## config.mk

```make
export PLATFORM = sky130hd
export DESIGN_NAME = ddr_rx_align
export DESIGN_NICKNAME = d
export VERILOG_FILES = /design/src/rtl/ddr_rx_align.sv
export SDC_FILE = /design/constraint.sdc
export NUM_CORES = 1
export LEC_CHECK = 0
export ABC_AREA = 1
export CAP_MARGIN = 20
export CELL_PAD_IN_SITES_DETAIL_PLACEMENT = 0
export CELL_PAD_IN_SITES_GLOBAL_PLACEMENT = 1
export CORE_MARGIN = 10
export CORE_UTILIZATION = 40
export DETAILED_ROUTE_END_ITERATION = 12
export DONT_BUFFER_PORTS = 1
export PLACE_DENSITY_LB_ADDON = 0.1
export REMOVE_ABC_BUFFERS = 1
export SYNTH_ARGS = -nofsm -noshare
export SYNTH_HDL_FRONTEND = slang
export SYNTH_SLANG_ARGS = --single-unit
```

## constraint.sdc

```tcl
create_clock -name c -period 1.75 [get_ports c]
set_clock_uncertainty 0.15 [all_clocks]
set_input_delay 0.35 -clock c [delete_from_list [all_inputs] [get_ports c]]
set_output_delay 0.35 -clock c [all_outputs]
set_load 0.01 [all_outputs]
```

## src/rtl/ddr_rx_align.sv

```systemverilog
// ddr_rx_align: byte/bit aligner for a single-lane DDR receiver.
// Hunts for a repeated training byte in the serial history, confirms it at
// consecutive word boundaries, then emits one aligned byte every 4 clocks.
module ddr_rx_align #(
  parameter logic [7:0] SYNC       = 8'hB8,
  parameter int         LOCK_COUNT = 4
) (
  input  logic       c,
  input  logic       rst_n,
  input  logic [1:0] d,
  input  logic       resync,
  output logic [7:0] q,
  output logic       valid,
  output logic       is_sync,
  output logic       locked,
  output logic       phase,
  output logic [7:0] err_cnt
);

  typedef enum logic [1:0] {
    HUNT,
    VERIFY,
    LOCKED
  } state_t;

  localparam logic [3:0] LOCK_CNT = 4'(LOCK_COUNT);

  // Only the newest nine history bits feed the two candidate windows.
  logic [8:0] sr;
  logic [1:0] cnt;
  logic [3:0] mcnt;
  state_t     state;

  logic [7:0] w0;
  logic [7:0] w1;
  logic [7:0] w_sel;
  logic       boundary;
  logic       verify_fail;

  // Candidate windows, the window picked by the locked phase, and the
  // cycle on which a VERIFY check fails (the error counter watches this).
  always_comb begin
    w0          = sr[7:0];
    w1          = sr[8:1];
    w_sel       = phase ? w1 : w0;
    boundary    = (cnt == 2'd3);
    verify_fail = 1'b0;
    if (!resync && (state == VERIFY) && boundary && (w_sel != SYNC)) begin
      verify_fail = 1'b1;
    end
  end

  // Serial history: earlier sample first, so the newest bit lands in sr[0].
  always_ff @(posedge c or negedge rst_n) begin
    if (!rst_n) begin
      sr <= '0;
    end else begin
      sr <= {sr[6:0], d[0], d[1]};
    end
  end

  // Failed verifications, saturating; only reset clears it.
  always_ff @(posedge c or negedge rst_n) begin
    if (!rst_n) begin
      err_cnt <= '0;
    end else if (verify_fail && (err_cnt != 8'hFF)) begin
      err_cnt <= err_cnt + 8'd1;
    end
  end

  // Alignment FSM with the word counter, match counter and registered outputs.
  always_ff @(posedge c or negedge rst_n) begin
    if (!rst_n) begin
      state   <= HUNT;
      cnt     <= '0;
      mcnt    <= '0;
      phase   <= 1'b0;
      q       <= '0;
      valid   <= 1'b0;
      is_sync <= 1'b0;
      locked  <= 1'b0;
    end else begin
      cnt     <= cnt + 2'd1;
      valid   <= 1'b0;
      is_sync <= 1'b0;
      if (resync) begin
        state  <= HUNT;
        locked <= 1'b0;
        mcnt   <= '0;
      end else begin
        case (state)
          HUNT: begin
            if (w0 == SYNC) begin
              phase <= 1'b0;
              cnt   <= '0;
              mcnt  <= 4'd1;
              state <= VERIFY;
            end else if (w1 == SYNC) begin
              phase <= 1'b1;
              cnt   <= '0;
              mcnt  <= 4'd1;
              state <= VERIFY;
            end
          end
          VERIFY: begin
            if (boundary) begin
              if (w_sel == SYNC) begin
                mcnt <= mcnt + 4'd1;
                if ((mcnt + 4'd1) == LOCK_CNT) begin
                  state  <= LOCKED;
                  locked <= 1'b1;
                end
              end else begin
                state <= HUNT;
                mcnt  <= '0;
              end
            end
          end
          LOCKED: begin
            if (boundary) begin
              q       <= w_sel;
              valid   <= 1'b1;
              is_sync <= (w_sel == SYNC);
            end
          end
          default: begin
            state <= HUNT;
          end
        endcase
      end
    end
  end

endmodule

```

==> impl_metrics.tcl <==
set metrics [dict create \
    hp-class "in -> reg" \
    required_ns 1.78 \
    dp_hpwl_um 2898 \
    syn_area_sq_um 1779 \
    hold_viol_final 0 \
    period_share_pct 95.98 \
    clock_latency_ns 0.28 \
    grt_usage_pct 10.75 \
    overflow 0 \
    die_w_um 86.70 \
    min_period_ns 1.680 \
    power_frac_clock_pct 29.1 \
    status "finished clean" \
    design_area_sq_um 2157 \
    reg2reg_slack_ns 0.07 \
    max_stage_delay_ns 0.46 \
    cp_cell_sequence "buf_6, nand2_1, nand2_2, nand2_2, nor2_4, buf_4, nand4_1, nand3_1, nand2_1" \
    antenna_left 0 \
    maxSlewHeadroom_pct 82.76 \
    ys_seq_elements 37 \
    power_frac_comb_pct 21.2 \
    boundaryPins 25 \
    end_kind "flip-flop" \
    initial_utilization_pct 41.15 \
    dr.pass1.iters 5 \
    rsz0062_at_grt "yes" \
    antenna_found_initial 0 \
    hold_depth 3 \
    cts_tree "built" \
    yosys.area.top_type "dfrtp_1" \
    cp.buffers_inverters 2 \
    p_sw_uw 609.9 \
    p_leak_nw 1.101 \
    syn_inst 217 \
    switching_share_pct 29.87 \
    setup_viol 0 \
    clockRootBuffer "clkbuf_8" \
    cp.depth 9 \
    yosys.area.top_type_share_pct 52.04 \
    reg2reg_depth 9 \
    drive_gt1_share_pct 19.67 \
    fmax_mhz 595.4 \
    internal_power_mw 1.432 \
    vias_per_cell 4.936 \
    route.detailed.drc 0 \
    syn2layout_area_growth_pct 21.24 \
    synthTopCellsByArea "dfrtp_1, nand2_1, nand3_1" \
    die-height_um 86.70 \
    fin_nets 253 \
    multi_input_area_sq_um 780.7 \
    tightest_slew_ns 0.2586 \
    cp-start-kind "flip-flop" \
    seq_power_share_pct 49.7 \
    clk_pin_slew_ns 0.07 \
    seq_area_frac_synth_pct 52.04 \
    insertedDiodeCount 0 \
    num_rows 24 \
    cts_buffer_depth 2 \
    place_area_sq_um 1919 \
    post_drt_wl_per_cell_um 13.28 \
    criticalPathCategory "reg -> reg" \
    routed_wl_um 3931 \
    ys.warnings.count 0 \
    port-buffer-count 0 \
    htreeDepth 2 \
    critPathMaxFanout 7 \
    drt_iter0_markers 69 \
    grt_pass1_vias 1357 \
    synth_area_per_cell_sq_um 8.199 \
    grt_max_degree 38 \
    vias 1461 \
    ff_latch_area_sq_um 927.1 \
    maxSlewViolCount 0 \
    arrival_ns 1.71 \
    max_cap_viol_count 0 \
    vdd_drop_max_v 0.0008709 \
    finalSetupTns_ns 0 \
    critPathTopFamily "simple AND/OR/NAND/NOR gates" \
    synth_cell_types 21 \
    clock-sinks 37 \
    powerDensity_nw_per_um2 946.6 \
    die_area_sq_um 7516 \
    core_sq_um 4324 \
    grt_pass1_wl_um 6534 \
    final_cell_mix "nand2_1, dfrtp_1, inv_1" \
    cts_made_buffers 5 \
    final_common_cell "nand2_1" \
    place_congestion 0.7805 \
    fillers 418 \
    crit_slowest_cell "dfrtp_2" \
]
==> per-layer routing <==
metal	routed length, um	GRT usage (%)	vias up
li1	-	-	737
met3	333	4.597	7
met1	1732	13.05	674
met4	57	4.124	0
met5	0	0	-
met2	1807	16.44	43
==> power groups by stage <==
stage               Clock, mW  Combinational (mW)  Sequential [mW]
floorplan                   0               0.215             1.03
global placement            0               0.367             1.02
detailed placement          0               0.391             1.03
CTS                     0.611               0.422             1.01
global route            0.646               0.496             1.03
finish                  0.595               0.433             1.01
==> metrics by stage <==
| stage | hold WS (ns) | cells | util, % | worst slack [ns] | total power, mW |
|---|---|---|---|---|---|
| final | 0.05799 | 296 | 49.88 | 0.07039 | 2.042 |
| after global routing | 0.07696 | 296 | 49.88 | -0.03449 | 2.168 |
| after CTS | 0.04867 | 293 | 47.97 | 0.002970 | 2.043 |
| after detailed placement | -0.09423 | 280 | 44.39 | -0.07670 | 1.416 |
| after global placement | -0.09440 | 280 | 44.39 | 0.01465 | 1.386 |
| after floorplan | -0.09559 | 215 | - | 0.07327 | 1.249 |
==> synthesized netlist by cell type <==
library cell   n
a21oi_1        2
a31oi_1        5
buf_6          2
clkinv_1       1
dfrtp_1       37
ha_1           4
inv_1         20
inv_2          4
inv_6          1
nand2_1       77
nand2_2        2
nand3_1       16
nand3b_1       1
nand4_1        2
nor2_1        19
nor2_4         4
nor3_1         3
o21ai_0        7
o21ai_1        5
xnor2_1        4
xor2_1         1
==> worst paths after layout <==
| kind | end | start |
|---|---|---|
| setup reg to reg | state[1] | phase |
| hold reg to reg | sr[3] | sr[1] |
| min in group asynchronous | valid | rst_n |
| setup / recovery | state[1] | phase |
| hold / removal | mcnt[0] | resync |
| max in group asynchronous | phase | rst_n |
==> state kept, by name (all words and copies together), names as in the netlist <==
register / cells
cnt: 2
err_cnt: 8
is_sync: 1
locked: 1
mcnt: 4
phase: 1
q: 8
sr: 9
state: 2
valid: 1
==> cell type report <==
cell class                 count  share of cell area (%)
clock buffer                   7                   4.002
timing repair buffer          22                   9.049
tap                           52                   3.016
multi-input combinational    152                   36.19
inverter                      26                   4.756
sequential                    37                   42.98
==> worst min-delay path, cell delays in order <==
cell	delay, ns
nor2_1	0.02
nand2_1	0.04
nand2_1	0.04
==> repair_timing <==
action	in CTS	in global routing
cloned	0	0
resized for setup	1	20
hold buffers	5	0
endpoints found under the hold margin	40	0
buffers inserted	1	3
setup endpoints to repair	5	14
pin swaps	1	8
==> cells by family after synthesis <==
kind of cell / count (synthesis) / synth area share (%)
flip-flops: 37 / 52.04
XOR/XNOR: 5 / 2.461
AND/OR/NAND/NOR: 124 / 29.96
buffers and inverters: 28 / 7.032
adder cells (fa/ha/maj): 4 / 2.813
AO/OA/AOI/OAI: 19 / 5.696
(Power assumes the default switching activity.)
